--- src/rtl/fifo8.sv ---
// fifo8: eight-entry synchronous FIFO with show-ahead read data.
// The head word is presented combinationally whenever the FIFO is non-empty.
// Overflow/underflow are sticky until reset.
module fifo8 #(
  parameter int WIDTH = 16,
  parameter int DEPTH = 8,
  parameter int AW    = 3
) (
  input  logic             clk,
  input  logic             rst_n,
  input  logic             wr_en,
  input  logic [WIDTH-1:0] wr_data,
  input  logic             rd_en,
  output logic [WIDTH-1:0] rd_data,
  output logic             full,
  output logic             empty,
  output logic [AW:0]      count,
  output logic             ovf,
  output logic             udf
);

  logic [WIDTH-1:0] mem [DEPTH];
  logic [AW-1:0]    wr_ptr;
  logic [AW-1:0]    rd_ptr;
  logic             wr_acc;
  logic             rd_acc;
  logic [AW-1:0]    wr_ptr_nxt;
  logic [AW-1:0]    rd_ptr_nxt;
  logic [AW:0]      count_nxt;

  // Status flags decode the count register only, never the request inputs.
  always_comb begin
    full  = (count == (AW+1)'(DEPTH));
    empty = (count == '0);
  end

  // Accept logic, pointer increments (natural wrap at DEPTH) and count update.
  always_comb begin
    wr_acc     = wr_en & ~full;
    rd_acc     = rd_en & ~empty;
    wr_ptr_nxt = wr_ptr;
    rd_ptr_nxt = rd_ptr;
    count_nxt  = count;
    if (wr_acc) wr_ptr_nxt = wr_ptr + AW'(1);
    if (rd_acc) rd_ptr_nxt = rd_ptr + AW'(1);
    if (wr_acc && !rd_acc)      count_nxt = count + (AW+1)'(1);
    else if (rd_acc && !wr_acc) count_nxt = count - (AW+1)'(1);
  end

  // Control state: pointers, count and sticky error flags, async cleared.
  always_ff @(posedge clk or negedge rst_n) begin
    if (!rst_n) begin
      wr_ptr <= '0;
      rd_ptr <= '0;
      count  <= '0;
      ovf    <= 1'b0;
      udf    <= 1'b0;
    end else begin
      wr_ptr <= wr_ptr_nxt;
      rd_ptr <= rd_ptr_nxt;
      count  <= count_nxt;
      if (wr_en && full)  ovf <= 1'b1;
      if (rd_en && empty) udf <= 1'b1;
    end
  end

  // Storage array: written only on an accepted write, never reset.
  always_ff @(posedge clk) begin
    if (wr_acc) mem[wr_ptr] <= wr_data;
  end

  // Show-ahead read port: head word through the read-pointer mux.
  always_comb begin
    rd_data = mem[rd_ptr];
  end

endmodule
--- config.mk ---
export PLATFORM = sky130hd
export DESIGN_NAME = fifo8
export DESIGN_NICKNAME = d
export VERILOG_FILES = /design/src/rtl/fifo8.sv
export SDC_FILE = /design/constraint.sdc
export NUM_CORES = 1
export LEC_CHECK = 0
export CAP_MARGIN = 20
export CORE_AREA = 2 2 122 124
export CTS_CLUSTER_DIAMETER = 50
export DETAILED_ROUTE_END_ITERATION = 8
export DIE_AREA = 0 0 124 126
export DONT_BUFFER_PORTS = 1
export GPL_TIMING_DRIVEN = 0
export HOLD_SLACK_MARGIN = 0.02
export PLACE_DENSITY = 0.61
export REMOVE_ABC_BUFFERS = 1
export SETUP_SLACK_MARGIN = 0.05
export SLEW_MARGIN = 40
export SYNTH_ARGS = -nofsm -noshare
export SYNTH_HDL_FRONTEND = slang
export SYNTH_SLANG_ARGS = --single-unit
--- constraint.sdc ---
create_clock -name clk -period 2.5 [get_ports clk]
set_clock_uncertainty 0.1 [all_clocks]
set_input_delay 0.5 -clock clk [delete_from_list [all_inputs] [get_ports clk]]
set_output_delay 0.5 -clock clk [all_outputs]
set_load 0.005 [all_outputs]
==> results.tsv, run 1 <==
metric	value	unit
gp_congestion	0.681	
synth_cell_types	28	
clk_latency	410	ps
syn_inst	254	
min_path_type	primary input to flop	
fin_ws	-124	ps
period_needed	2620	ps
synth_area_leaders	edfxtp_1, mux4_1, dfrtp_1, mux2_2, mux4_2	
synth-seq-area-share	0.739	
start_util	0.392	
core	14300	µm²
wl	10500	µm
die-area	15600	µm²
nets	312	
grt_max_degree	21	
die_w	124	µm
n_antenna_cell	0	
drive_above_1_share	0.409	
critPathLaunchType	flop	
ys_seq_elements	140	
drc_errors	0	
place_inst	440	
wl_per_cell	21.7	µm
placementRows	44	
grt_pass1_wl	15500	µm
violations	setup timing	
crit_path_end_kind	flop	
clk_pin_slew_worst_paths	60	ps
required	2680	ps
yosysWarnings	0	
syn_area	5610	µm²
p_per_area	1220	nW/µm²
cts-buffers-inserted	17	
drt_pass1_iterations	4	
antenna_left	0	
via_per_inst	5.26	
drt-initial-drc-count	281	
grt_pass1_vias	2689	
grt_remaining_overflow	0	
fmax	0.381	GHz
rsz0062_at_grt	true	
place_ws	-484	ps
cts_tree	built	
cts.sinks	140	
synth_area_leader_cell	edfxtp_1	
vias	2535	
finalCritPeriodShare	1.05	
worstMarginPinSlew	633	ps
port_buffers	0	
hold_ws	80.9	ps
synthFlopType	edfxtp_1	
root_buffer	clkbuf_16	
synth_top_area_frac	0.685	
irDropWorstVdd	622	µV
slew_violations	0	
dpl.hpwl	6420	µm
antenna_found_initial	0	
synth_edf_count	128	
status	finished with violations	
path_max_fanout	7	
drv_cap	0	
clockBufferDepth	2	
finalHoldViolCount	0	
leakage	2.25	nW
crit_type	flop to flop	
postSynthAreaPerCell	22.1	µm²
fin_cells	482	
slew_headroom	0.578	
htree_levels	4	
cp_data_arrival_time	2810	ps
ys_async_sr_fraction	0.0857	
setup_violations	13	
syn_to_final_growth	20.4	%
io_pins	44	
die_h	126	µm
grt_util_all_layers	0.142	
[cells in the final DEF (no fill, tap or decap), types with 3 or more instances in the layout]
master / instances
nor2_4: 6
bufinv_16: 3
buf_16: 4
edfxtp_1: 128
xnor2_1: 6
dfrtp_2: 4
clkinvlp_4: 3
buf_8: 4
nand2_1: 3
buf_4: 9
clkinv_2: 5
mux4_2: 29
mux2_4: 12
ha_1: 3
buf_2: 3
mux2_2: 7
nand3_1: 5
clkbuf_16: 18
mux4_1: 3
dfrtp_1: 6
[cell usage after synthesis, drive strengths merged, types with 3 or more instances]
cell    number
xnor2        6
ha           5
nand3        5
mux4        32
nor3         3
nor2         6
clkbuf       3
edfxtp     128
buf          8
dfrtp       12
mux2        19
inv          4
nand2        5
[per-stage QoR]
stage          total power, mW   util  setup TNS (ps)  cell area [µm²]
2_1_floorplan             4.63      -           -3610             5530
3_3_place_gp              5.11  0.403          -77000             5760
3_5_place_dp              5.40  0.420            -650             6020
4_1_cts                   8.10  0.471           -1030             6740
5_1_grt                   8.62  0.472           -1120             6750
6_report                  8.22  0.472            -347             6750
[state kept, by name (all words and copies together), names as in the netlist]
name / flops
udf: 1
wr_ptr: 3
rd_ptr: 3
count: 4
ovf: 1
mem: 128
[final cells by class]
type / instances / area [µm²]
clock inverters: 14 / 154
inverters: 4 / 17.5
repair buffers: 24 / 328
clock buffers: 17 / 425
fillers: 1193 / 7560
flip-flops and latches: 140 / 4160
well taps: 184 / 230
multi-input cells: 99 / 1440
[routing by layer]
metal  vias to the layer above  part of all wire  track usage
met4                         0             0.016       0.0575
met2                        70              0.51        0.234
li1                       1121                 -            -
met1                      1329              0.41        0.174
met5                         -                 0            0
met3                        15             0.064       0.0462
[worst max-delay path: stages, from the launching register on]
cell	delay [ps]
dfrtp_2	470
or4b_4	590
nand2_4	90
inv_2	40
ha_4	160
inv_4	70
ha_4	210
or4_1	480
o211ai_1	140
o211ai_1	130
[kinds of logic after synthesis]
family,Yosys count,share of synthesized area
flip-flops,140,0.739
XOR/XNOR,6,0.00937
AO/OA/AOI/OAI,8,0.0100
adder cells (fa/ha/maj),6,0.0147
buffers and inverters,15,0.0161
multiplexers,52,0.185
AND/OR/NAND/NOR,27,0.0257
[where the power goes]
group	internal [mW]	switching [mW]
registers	3.01	0.381
logic	1.40	1.00
clock network	1.54	0.887
[path summary, 6_finish.rpt]
check	start	slack [ps]	endpoint	depth (start not counted)
worst max-delay path	count[0]$_DFFE_PN0P_	-120	count[3]$_DFFE_PN0P_	9
worst min-delay path	wr_data[11]	80	mem[6][11]$_DFFE_PP_	0
worst max register to register	count[0]$_DFFE_PN0P_	-120	count[3]$_DFFE_PN0P_	9
worst min register to register	ovf$_DFFE_PN0P_	390	ovf$_DFFE_PN0P_	1
max in group asynchronous	rst_n	1440	rd_ptr[0]$_DFFE_PN0P_	1
min in group asynchronous	rst_n	420	udf$_DFFE_PN0P_	1
[timing repair]
item / 4_1_cts / 5_1_grt
gates resized for setup: 26 / 28
hold buffers: 1 / 0
cloned: 1 / 1
setup buffers: 5 / 3
pin swaps: 2 / 7
hold endpoints to repair: 12 / 0
setup endpoints to repair: 19 / 17
Power figures use the tool's default switching activity.
==> inputs of run 2 (changes only) <==
- PLACE_DENSITY: 0.61 -> 0.66
==> run 2 against run 1 <==
The flow still finishes with violations (setup timing). Clock power is essentially flat. Utilization increased by 0.88 points. Register-to-register slack better by 60 ps. Sequential share of layout area is 1.1 points lower. Combinational power rose by 5%. Critical path depth fell by 6. Global-route usage is essentially flat. Via count grew 1.4%. Clock-buffer cell count is 8 higher. Hold slack worse by 5.8 ps. Design area up 1.9%. Non-clock buffer count rose by 6. Critical endpoint is now rd_data[13].
==> results.tsv, run 2 (same netlist as run 1, synthesis figures left out) <==
metric	value	unit	change
status	finished with violations		unchanged
violations	setup timing		unchanged
reg_top3	mem x128, count x4		unchanged
fin_cells	489		was 482
irDropWorstVdd	676	µV	was 622 µV
final_cell_mix	edfxtp_1, mux4_2, clkbuf_16, buf_4, mux2_4		was edfxtp_1, mux4_2, clkbuf_16, mux2_4, buf_4
dpl.hpwl	6140	µm	was 6420 µm
via_per_inst	5.26		about the same
crit_path_end_kind	output port		was flop
clk_pin_slew_worst_paths	60	ps	about the same
root_buffer	clkbuf_16		unchanged
placementRows	44		unchanged
critPathLaunchType	flop		unchanged
min_path_type	primary input to flop		unchanged
place_ws	-470	ps	was -484 ps
wl	10700	µm	was 10500 µm
slew_headroom	0.532		was 0.578
crit_buf_inv	1		was 2
drc_errors	0		unchanged
gp_congestion	0.657		was 0.681
port_buffers	0		unchanged
critPathMaxStageDelay	540	ps	was 590 ps
path_max_fanout	6		was 7
htree_levels	4		unchanged
grt_pass1_wl	15700	µm	was 15500 µm
fin_ws	-84.9	ps	was -124 ps
fmax	0.387	GHz	was 0.381 GHz
nets	318		was 312
start_util	0.392		unchanged
grt_pass1_vias	2677		was 2689
cp_data_arrival_time	1980	ps	was 2810 ps
antenna_left	0		unchanged
syn_to_final_growth	22.7	%	was 20.4%
antenna_found_initial	0		unchanged
largest_reg_flops	128		unchanged
clk_latency	420	ps	was 410 ps
cp_top_family	multiplexers		was simple AND/OR/NAND/NOR gates
holdPathStages	0		unchanged
io_pins	44		unchanged
finalHoldViolCount	0		unchanged
mostFrequentLayoutCell	edfxtp_1		unchanged
p_per_area	1220	nW/µm²	about the same
grt_remaining_overflow	0		unchanged
place_inst	440		unchanged
drv_cap	0		unchanged
cts_tree	built		unchanged
crit_type	flop to output port		was flop to flop
regMostFlops	mem		unchanged
slew_violations	0		unchanged
die_h	126	µm	unchanged
cts-buffers-inserted	17		unchanged
drt_pass1_iterations	4		unchanged
drt-initial-drc-count	264		was 281
core	14300	µm²	unchanged
grt_max_degree	35		was 21
die-area	15600	µm²	unchanged
drive_above_1_share	0.416		was 0.409
leakage	2.33	nW	was 2.25 nW
die_w	124	µm	unchanged
vias	2570		was 2535
wl_per_cell	21.9	µm	was 21.7 µm
required	1900	ps	was 2680 ps
clockBufferDepth	2		unchanged
n_antenna_cell	0		unchanged
rr_worst_depth	9		unchanged
path_depth	3		was 9
setup_violations	16		was 13
finalCritPeriodShare	1.03		was 1.05
cts.sinks	140		unchanged
rsz0062_at_grt	true		unchanged
worstMarginPinSlew	702	ps	was 633 ps
grt_util_all_layers	0.143		was 0.142
period_needed	2580	ps	was 2620 ps
slowest_stage	mux4_1		was or4b_4
cp_cell_sequence	clkbuf_16 > mux4_1 > mux2_2		was or4b_4 > nand2_4 > inv_2 > ha_4 > inv_4 > ha_4 > or4_1 > o211ai_1 > o211ai_1
-- run 2: changes by cell type in the layout (fill, tap and decap cells not counted), moves of 3 or more --
| cell | change |
|---|---|
| buf_4 | +7 |
| clkbuf_8 | +5 |
| buf_2 | -3 |
| clkbuf_1 | +3 |
-- run 2: worst register-to-register path: stages (launching register included) --
cell and delay [ps]:
dfrtp_2 460, or4b_4 590, nand2_4 100, inv_4 40, ha_4 170, inv_4 80, ha_4 220, or4_4 470
o211ai_1 100, o211ai_1 110
-- run 2: worst paths after layout --
check | startpoint | end | slack [ps]
worst max-delay path | rd_ptr[0]$_DFFE_PN0P_ | rd_data[13] | -80
worst min-delay path | wr_data[1] | mem[1][1]$_DFFE_PP_ | 80
worst max register to register | count[1]$_DFFE_PN0P_ | count[3]$_DFFE_PN0P_ | -60
worst min register to register | ovf$_DFFE_PN0P_ | ovf$_DFFE_PN0P_ | 390
max in group asynchronous | rst_n | rd_ptr[0]$_DFFE_PN0P_ | 1460
min in group asynchronous | rst_n | count[1]$_DFFE_PN0P_ | 420
-- run 2: layout make-up --
class | count | area [µm²]
clock buffer | 25 | 505
fill | 1170 | 7430
timing repair buffer | 30 | 409
tap | 184 | 230
sequential | 140 | 4160
inverter | 4 | 20.0
clock inverter | 7 | 86.3
multi-input combinational | 99 | 1470
-- run 2: repair_timing --
| action | CTS | global route |
|---|---|---|
| setup buffers | 4 | 9 |
| gates resized for setup | 31 | 27 |
| hold endpoints to repair | 12 | 0 |
| pin swaps | 5 | 10 |
| setup endpoints to repair | 29 | 24 |
| cloned | 1 | 2 |
| hold buffers | 1 | 0 |
-- run 2: per-stage QoR --
step,utilization,TNS (ps),cell area [µm²],total power [mW],hold slack [ps]
after floorplan,-,-3610,5530,4.63,104
after global placement,0.403,-80780,5760,5.10,105
after detailed placement,0.420,-1120,6020,5.38,105
after CTS,0.471,-736,6740,8.11,62.4
after global routing,0.481,-1340,6880,8.78,60.9
final,0.481,-547,6880,8.40,75.1
-- run 2: per-layer routing --
layer	wire length, µm	share of wire	vias to the layer above	global-route usage
met5	0	0	-	0
met4	182	0.017	0	0.0595
met2	5230	0.49	73	0.214
met1	4590	0.43	1345	0.188
met3	728	0.068	17	0.0539
li1	-	-	1135	-
-- run 2: power by group --
group          internal (mW)  total [mW]  switching (mW)
logic                   1.49        2.53            1.04
registers               3.01        3.41           0.403
clock network           1.59        2.46           0.872
total                   6.09        8.40            2.31
